File: src/rtl/arb_merge_pkg.sv
// arb_merge_pkg
//   Shared constants and helpers for the N-to-1 arbitrated merge block.
//   ARB_FIXED / ARB_RR select the arbitration policy of arb_merge_n.
//   clog2() returns ceil(log2(n)) but never less than 1, so that it can be
//   used directly as the width of an index or pointer field.
package arb_merge_pkg;

   localparam int ARB_FIXED = 0;
   localparam int ARB_RR    = 1;

   function automatic int clog2(input int n);
      int r;
      r = 0;
      while ((1 << r) < n) begin
         r = r + 1;
      end
      return (r < 1) ? 1 : r;
   endfunction

endpackage

File: src/rtl/arb_merge_fifo.sv
// arb_merge_fifo
//   Single-clock per-channel word buffer used by arb_merge_n.
//   Ports:
//     clk, rstn      clock, asynchronous active-low reset (empties the buffer)
//     push, wdata    write request and word; ignored while full
//     pop            read request; ignored while empty
//     full, empty    occupancy flags, decoded from the registered count
//     head           oldest word held (undefined while empty)
//   Simultaneous push and pop below full leaves the count unchanged.
module arb_merge_fifo
   import arb_merge_pkg::*;
#(
   parameter int DATA_WIDTH = 32,
   parameter int DEPTH      = 2
) (
   input  logic                  clk,
   input  logic                  rstn,
   input  logic                  push,
   input  logic [DATA_WIDTH-1:0] wdata,
   input  logic                  pop,
   output logic                  full,
   output logic                  empty,
   output logic [DATA_WIDTH-1:0] head
);

   localparam int PW = clog2(DEPTH);
   localparam int CW = clog2(DEPTH + 1);
   localparam logic [PW-1:0] PTR_LAST = PW'(DEPTH - 1);
   localparam logic [CW-1:0] CNT_FULL = CW'(DEPTH);

   // Storage is sized to the pointer range so a DEPTH of 1 still indexes
   // cleanly; the pointer wrap below keeps accesses inside DEPTH entries.
   logic [DATA_WIDTH-1:0] mem [2**PW];
   logic [PW-1:0]         wr_ptr;
   logic [PW-1:0]         rd_ptr;
   logic [CW-1:0]         count;
   logic                  do_push;
   logic                  do_pop;

   function automatic logic [PW-1:0] ptr_inc(input logic [PW-1:0] p);
      return (p == PTR_LAST) ? '0 : p + PW'(1);
   endfunction

   assign full    = (count == CNT_FULL);
   assign empty   = (count == '0);
   assign do_push = push & ~full;
   assign do_pop  = pop & ~empty;
   assign head    = mem[rd_ptr];

   always_ff @(posedge clk or negedge rstn) begin
      if (!rstn) begin
         wr_ptr <= '0;
         rd_ptr <= '0;
         count  <= '0;
      end else begin
         if (do_push) begin
            wr_ptr <= ptr_inc(wr_ptr);
         end
         if (do_pop) begin
            rd_ptr <= ptr_inc(rd_ptr);
         end
         case ({do_push, do_pop})
            2'b10:   count <= count + CW'(1);
            2'b01:   count <= count - CW'(1);
            default: count <= count;
         endcase
      end
   end

   // Data array carries no reset; validity is tracked entirely by count.
   always_ff @(posedge clk) begin
      if (do_push) begin
         mem[wr_ptr] <= wdata;
      end
   end

endmodule

File: src/rtl/arb_merge_n.sv
// arb_merge_n
//   Merges NUM_CH valid/ready word streams into one output stream.
//   Each channel has its own DEPTH-word buffer; an arbiter picks one
//   non-empty buffer whenever the output register is empty or draining.
//   Ports:
//     clk, rstn     clock, asynchronous active-low reset
//     i_drive_n     per-channel word valid
//     i_data        channel k word at [k*DATA_WIDTH +: DATA_WIDTH]
//     o_free_n      per-channel ready (buffer not full, registered only)
//     o_driveNext   output word valid
//     o_data        output word
//     o_src_id      channel the output word came from
//     i_freeNext    downstream ready
//   ARB_MODE: ARB_FIXED = lowest index wins, ARB_RR = rotating priority.
module arb_merge_n
   import arb_merge_pkg::*;
#(
   parameter int DATA_WIDTH = 32,
   parameter int NUM_CH     = 4,
   parameter int DEPTH      = 2,
   parameter int ARB_MODE   = ARB_FIXED,
   localparam int ID_W      = clog2(NUM_CH)
) (
   input  logic                         clk,
   input  logic                         rstn,
   input  logic [NUM_CH-1:0]            i_drive_n,
   input  logic [NUM_CH*DATA_WIDTH-1:0] i_data,
   output logic [NUM_CH-1:0]            o_free_n,
   output logic                         o_driveNext,
   output logic [DATA_WIDTH-1:0]        o_data,
   output logic [ID_W-1:0]              o_src_id,
   input  logic                         i_freeNext
);

   logic [NUM_CH-1:0]     ch_full;
   logic [NUM_CH-1:0]     ch_empty;
   logic [NUM_CH-1:0]     ch_push;
   logic [NUM_CH-1:0]     ch_pop;
   logic [DATA_WIDTH-1:0] ch_head [NUM_CH];

   logic                  out_load;
   logic                  gnt_vld;
   logic [ID_W-1:0]       gnt_id;
   logic [DATA_WIDTH-1:0] gnt_data;
   logic [ID_W-1:0]       rr_ptr;

   // Ready depends only on buffer occupancy, so there is no combinational
   // path from i_drive_n or i_freeNext to o_free_n.
   assign o_free_n = ~ch_full;
   assign ch_push  = i_drive_n & ~ch_full;

   // Output register refills when empty or when its word leaves this cycle.
   assign out_load = ~o_driveNext | i_freeNext;

   for (genvar k = 0; k < NUM_CH; k++) begin : g_ch
      arb_merge_fifo #(
         .DATA_WIDTH (DATA_WIDTH),
         .DEPTH      (DEPTH)
      ) u_fifo (
         .clk   (clk),
         .rstn  (rstn),
         .push  (ch_push[k]),
         .wdata (i_data[k*DATA_WIDTH +: DATA_WIDTH]),
         .pop   (ch_pop[k]),
         .full  (ch_full[k]),
         .empty (ch_empty[k]),
         .head  (ch_head[k])
      );
   end

   // Round-robin: first search channels at or above the pointer, then fall
   // back to a plain lowest-index search, which covers the wrapped part.
   // Fixed priority uses only the second search.
   always_comb begin
      gnt_vld  = 1'b0;
      gnt_id   = '0;
      gnt_data = '0;
      if (ARB_MODE == ARB_RR) begin
         for (int k = 0; k < NUM_CH; k++) begin
            if (!gnt_vld && !ch_empty[k] && (ID_W'(k) >= rr_ptr)) begin
               gnt_vld  = 1'b1;
               gnt_id   = ID_W'(k);
               gnt_data = ch_head[k];
            end
         end
      end
      for (int k = 0; k < NUM_CH; k++) begin
         if (!gnt_vld && !ch_empty[k]) begin
            gnt_vld  = 1'b1;
            gnt_id   = ID_W'(k);
            gnt_data = ch_head[k];
         end
      end
   end

   always_comb begin
      ch_pop = '0;
      for (int k = 0; k < NUM_CH; k++) begin
         ch_pop[k] = out_load & gnt_vld & (gnt_id == ID_W'(k));
      end
   end

   always_ff @(posedge clk or negedge rstn) begin
      if (!rstn) begin
         o_driveNext <= 1'b0;
         o_data      <= '0;
         o_src_id    <= '0;
      end else if (out_load) begin
         o_driveNext <= gnt_vld;
         if (gnt_vld) begin
            o_data   <= gnt_data;
            o_src_id <= gnt_id;
         end
      end
   end

   // Pointer only moves on an actual grant.
   always_ff @(posedge clk or negedge rstn) begin
      if (!rstn) begin
         rr_ptr <= '0;
      end else if ((ARB_MODE == ARB_RR) && out_load && gnt_vld) begin
         rr_ptr <= (gnt_id == ID_W'(NUM_CH - 1)) ? '0 : gnt_id + ID_W'(1);
      end
   end

endmodule

File: config.mk
export PLATFORM = sky130hd
export DESIGN_NAME = arb_merge_n
export DESIGN_NICKNAME = d
export VERILOG_FILES = /design/src/rtl/arb_merge_pkg.sv /design/src/rtl/arb_merge_fifo.sv /design/src/rtl/arb_merge_n.sv
export SDC_FILE = /design/constraint.sdc
export NUM_CORES = 1
export LEC_CHECK = 0
export ABC_AREA = 0
export ABC_CLOCK_PERIOD_IN_PS = 4800
export BUFFER_PORTS_ARGS = -buffer_cell sky130_fd_sc_hd__buf_4
export CORE_MARGIN = 3
export CORE_UTILIZATION = 60
export DETAILED_ROUTE_END_ITERATION = 10
export PLACE_DENSITY = 0.83
export SETUP_SLACK_MARGIN = 0.4
export SLEW_MARGIN = 20
export SYNTH_ARGS = -nofsm -noshare
export SYNTH_HDL_FRONTEND = slang
export SYNTH_SLANG_ARGS = --single-unit
File: constraint.sdc
create_clock -name clk -period 4.8 [get_ports clk]
set_input_delay 0.96 -clock clk [delete_from_list [all_inputs] [get_ports clk]]
set_output_delay 0.96 -clock clk [all_outputs]
set_load 0.02 [all_outputs]
======== Yosys cells after proc, flatten, opt, wreduce, memory -nomap -nowiden ========
Memory sizes are Yosys's and may differ from the RTL's.
Index checks and enable logic that the tools add are counted.
storage, ports and cells
  output and inout bits ................... 39
  input bits .............................. 135
  bits in writable memories ............... 256
  bits in registers ....................... 51
  word-level logic and storage cells ...... 124
  memories ................................ 4
operators by class
  muxes and demuxes ....................... 31
  bitwise gates (word level) .............. 25
  reduce and logical (&&, ||, !) cells .... 18
  add/subtract/negate cells ............... 16
  eq/ne operators ......................... 15
memory list
  name                depth  bits a word  read ports  clocked after memory_dff  wr ports  RTL line              text
  g_ch[0].u_fifo.mem  2      32           1           0                         1         arb_merge_fifo.sv:33  logic [DATA_WIDTH-1:0] mem [2**PW];
  g_ch[1].u_fifo.mem  2      32           1           0                         1         arb_merge_fifo.sv:33
  g_ch[2].u_fifo.mem  2      32           1           0                         1         arb_merge_fifo.sv:33
  g_ch[3].u_fifo.mem  2      32           1           0                         1         arb_merge_fifo.sv:33
operators by type and width
  cell                 number
  $mux 32              4
  $mux 1               21
  $eq 2x2->1 const B   10
  $pmux 2 s2           4
  $and 1x1->1          13
  $eq 2x1->1 const B   5
  $logic_not 2->1      5
  $not 1->1            9
  $add 1x1->1 const B  8
  $add 2x1->2 const B  4
  $reduce_bool 2->1    4
  $sub 2x1->2 const B  4
  $logic_not 1->1      5
  $and 4x4->4          1
  $mux 2               2
  $not 4->4            1
  $logic_and 1x1->1    3
  $reduce_and 2->1     1
  $or 1x1->1           1

======== Depth between registers and ports, before layout ========
  depth after elaboration ................. 15
  mapped depth ............................ 7
  mapped depth without buffers ............ 7

======== By module ========
A second synthesis with hierarchy kept.
second synthesis, totals
  cells, all modules ...................... 789
  area total of the unflattened synthesis .. 13,150.1 sq um
modules (own cells, without submodules)
  module          instances  sequential area each (sq um)  cells each  area an instance (sq um)
  arb_merge_fifo  4          2,021.9                       118         2,658.8
  arb_merge_n     1          875.8                         317         2,514.9

======== Worst setup path after synthesis ========
Ideal clock, no wire load.
  path type ............................... input port to flip-flop
  start point ............................. in i_drive_n[3]
  end point ............................... mem g_ch[3].u_fifo.mem[0][0] (enable)
  data arrival time ....................... 2.416 ns
  cell stages on the path ................. 2
  data required time ...................... 4.379 ns
  slack ................................... 1.963 ns
  setup time .............................. 0.421 ns
  path through ............................ nand2_1 -> nor2_1
between the ends
  cells in the longest elaborated chain, start to end .. 4
ends and longest elaborated chain
  item                          RTL line              text
  from (decl)                   arb_merge_n.sv:26     input logic [NUM_CH-1:0] i_drive_n,
  $and 4x4->4                   arb_merge_n.sv:50     assign ch_push = i_drive_n & ~ch_full;
  $and 1x1->1                   arb_merge_fifo.sv:46  assign do_push = push & ~full;
  $mux 1                        arb_merge_fifo.sv:72  if (do_push) begin
  $mux 1 (implied by the code)  arb_merge_fifo.sv:73  mem[wr_ptr] <= wdata;
  to (decl)                     arb_merge_fifo.sv:33
Every way passes these cells.

======== Final worst setup path ========
  start point ............................. reg g_ch[0].u_fifo.count[0]
  end point ............................... reg o_data[14]
between the ends
  cells in the longest elaborated chain, start to end .. 10
  elaborated cells between the ends (all ways) .. 15
ends and longest elaborated chain
  item                                         RTL line              text
  from (decl)                                  arb_merge_fifo.sv:36  logic [CW-1:0] count;
  from (signal assigned)                       arb_merge_fifo.sv:63  2'b10: count <= count + CW'(1);
  from (signal assigned)                       arb_merge_fifo.sv:64  2'b01: count <= count - CW'(1);
  from (signal assigned)                       arb_merge_fifo.sv:65  default: count <= count;
  $logic_not 2->1 (*)                          arb_merge_fifo.sv:45  assign empty = (count == '0);
  $mux 1 or $logic_and 1x1->1 (tied branches)  arb_merge_n.sv:88     if (!gnt_vld && !ch_empty[k]) begin
  $mux 1                                       arb_merge_n.sv:88
  $logic_not 1->1                              arb_merge_n.sv:88
  $logic_and 1x1->1                            arb_merge_n.sv:88
  $mux 1                                       arb_merge_n.sv:88
  $logic_not 1->1                              arb_merge_n.sv:88
  $logic_and 1x1->1                            arb_merge_n.sv:88
  $mux 1                                       arb_merge_n.sv:88
  $reduce_and 2->1 (no source line)            -
  to (signal assigned)                         arb_merge_n.sv:111    o_data <= gnt_data;
  to (decl)                                    arb_merge_n.sv:30     output logic [DATA_WIDTH-1:0] o_data,
Every way passes the cells marked *; elsewhere a longest branch is shown, timed or not.
A chain may end at the register's enable or synchronous reset.

==> key figures <==
Run status
  – Outcome: complete, no violations

Synth
  – Post-Synthesis Cells: 674
  – Syn_area_per_cell: 17.79 um2
  – Netlist Area Pre-Place: 0.01199 mm2
  – Post-synth ARST share: 0.1661
  – Flops & latches, synth: 307
  – Register area share after synthesis: 0.7477
  – Synth unique cells: 33
  – Synth Net Count: 813
  – Main synth FF type: edfxtp_1
  – Synth warn: 0
  – Post-synth EDFFs: 256

Cells and area
  – Fin cells: 1134
  – Share of layout cells above drive strength 1: 0.4124
  – Area Growth Syn to Fin: 21.34%
  – Fin nets: 983

Routing
  – Routed WL per cell: 24.58 um
  – Residual DRC: 0
  – Vias: 6969
  – DR iter-0 viols: 652
  – Overall routed net length: 27880 um
  – Router iterations before antenna repair: 5
  – Antenna Nets Post-Route: 0
  – Vias per inst: 6.146

Worst hold path
  – Hold WC Path Type: input port to async pin

CTS
  – Inserted Clock Buffers: 31
  – CTS sink cnt: 307
  – Post-CTS Repair Setup Buffers: 0
  – Root Buffer: clkbuf_16
  – Clk Latency, worst-skew pair: 0.55 ns
  – CTS clk-pin slew, worst paths: 0.06 ns
  – H-Tree Level Count: 1
  – CTS Hold Bufs: 0
  – Clk buf depth: 3
  – CTS tree: yes
  – Post-CTS sizing: 0

Place
  – Post-place setup slack: 1.770 ns
  – Placed cells: 1072
  – IO buf count: 173
  – DP HPWL: 16950 um
  – Gpl congestion: 0.8234

Worst setup path
  – Reg-to-reg critical path startpoint: g_ch[0].u_fifo.count[0]
  – Startpoint types: flip-flop
  – Crit path kind: flip-flop to flip-flop
  – Maximum fanout along the worst path: 35
  – Worst r2r path cells: 4
  – Reg2reg end: o_data[14]
  – CP arrival: 3.18 ns
  – Delay of the slowest cell on the worst path: 0.94 ns
  – Nature of the critical path endpoint: flip-flop
  – Critical Path Slowest Stage Cell: nor2_4
  – Flop-to-flop setup slack: 2.07 ns
  – CP cell instances: or2_2, nor2_4, a222oi_1, o211ai_1
  – WP data required: 5.25 ns

Global routing
  – Antenna violations before repair: 1
  – First-pass GRT wire length: 41550 um
  – M1 GR Usage: 0.3274
  – Overflow after GRT: 0
  – Largest net degree at the start of global routing: 66
  – Vias in the first global route: 7364
  – M3 GR Usage: 0.04010
  – Grt peak-use layer: met2
  – GRT Total Usage: 0.2520
  – M2 GR Usage: 0.4429

Die
  – IO Count: 174
  – Core box area: 0.01953 mm2
  – Die W: 147.4 um
  – Initial Util: 0.6139
  – Die Y-Extent: 147.4 um
  – Die area: 0.02171 mm2
  – # rows: 51

Timing
  – Final setup viols: 0
  – Fmax: 366.5 MHz
  – Final setup TNS: 0 ns
  – Slew at the pin closest to its max-slew limit: 1.123 ns
  – Final period util: 0.5684
  – Post-Route Skew: 0.01300 ns
  – Unrepaired setup endpoints after global routing: false
  – Fin Hold WS: 0.4446 ns
  – Setup ws final: 2.072 ns
  – Min Tclk post-route: 2.728 ns
  – Final Max Slew Viols: 0
  – Final Hold Viols: 0
  – Slew headroom: 0.2512

Run
  – # Max-Cap Violations: 0

Power and ir drop
  – PwrDens: 612.7 mW/mm2
  – P_leak: 0.005337 uW
  – Maximum vdd drop: 0.0003862 V
-- synth_stat cells, drive strengths merged, types with 8 or more instances --
| library cell | number | area share |
|---|---|---|
| edfxtp | 256 | 0.64 |
| o2111ai | 32 | 0.023 |
| o211ai | 32 | 0.028 |
| nand2b | 37 | 0.019 |
| nor2 | 15 | 0.0051 |
| mux2 | 96 | 0.090 |
| dfrtp | 51 | 0.11 |
| a222oi | 32 | 0.027 |
| xor2 | 8 | 0.0058 |
| buf | 10 | 0.0064 |
| clkbuf | 31 | 0.0097 |
| xnor2 | 12 | 0.0088 |
| nand2 | 39 | 0.013 |
-- logic make-up after synthesis --
logic type / after synthesis / synth area share
compound gates: 100 / 0.08068
xor+xnor: 20 / 0.01461
fa+ha+maj: 4 / 0.004175
buf+inv: 41 / 0.01607
flops: 307 / 0.7477
mux: 96 / 0.09018
simple gates: 106 / 0.04655
-- where the power goes --
group	switching [uW]	internal (uW)	total, uW	leakage [uW]
Combinational	1360	1090	2450	0.00189
Clock	950	1270	2220	0.000460
Sequential	554	3690	4250	0.00299
Total	2870	6050	8910	0.00534
-- critical path, delay by kind of cell (launching register included) --
kind             cells  cell delay (ns)
flip-flops           1             0.45
AND/OR/NAND/NOR      2             1.58
AO/OA/AOI/OAI        2             0.57
-- placed cells by master (no fill, tap or decap), drive strengths merged, types with 2 or more instances in the layout --
cell,netlist,final
nand2,39,39
xnor2,12,12
clkbuf,31,40
or2,2,2
nor3,3,3
mux2,96,96
dfrtp,51,51
edfxtp,256,256
nor2,15,15
o211ai,32,32
a222oi,32,32
inv,0,2
o2111ai,32,32
and3,4,4
ha,4,4
buf,10,178
clkinv,0,13
nand2b,37,37
xor2,8,8
-- metrics by stage --
stage	cell area (um2)	util	total power (uW)
after global routing	14550	0.7450	9269
after CTS	14430	0.7392	8872
after floorplan	11990	-	5651
after global placement	13490	0.6911	6509
after detailed placement	13490	0.6911	6647
final	14550	0.7450	8913
-- final cells by class --
type | instances | area [um2]
flip-flops and latches | 307 | 8969
well taps | 265 | 331.6
clock inverters | 17 | 110.1
diodes | 1 | 2.502
repair buffers | 178 | 1416
clock buffers | 40 | 829.5
multi-input cells | 326 | 2888
fillers | 1168 | 4980
-- sequential cells by signal (all words and copies together) (netlist names) --
signal	cells
g_ch.u_fifo.mem	256
o_data	32
g_ch.u_fifo.count	8
g_ch.u_fifo.rd_ptr	4
g_ch.u_fifo.wr_ptr	4
o_src_id	2
o_driveNext	1
-- worst max-delay path by stage --
stage	from	end	slack, ns	cells after the start
after floorplan	i_drive_n[3]	g_ch[3].u_fifo.mem[0][0]	1.96	2
after global placement	i_freeNext	o_data[30]	1.88	5
after detailed placement	i_freeNext	o_data[19]	1.77	5
after CTS	g_ch[0].u_fifo.count[0]	o_data[14]	2.12	4
after global routing	g_ch[1].u_fifo.count[0]	o_data[20]	1.99	4
final	g_ch[0].u_fifo.count[0]	o_data[14]	2.07	4
-- metal layers --
metal | wire length [um] | part of all wire
met4 | 773 | 0.028
met2 | 14360 | 0.52
met3 | 2111 | 0.076
met1 | 10630 | 0.38
met5 | 0 | 0
Power figures use the tool's default switching activity.
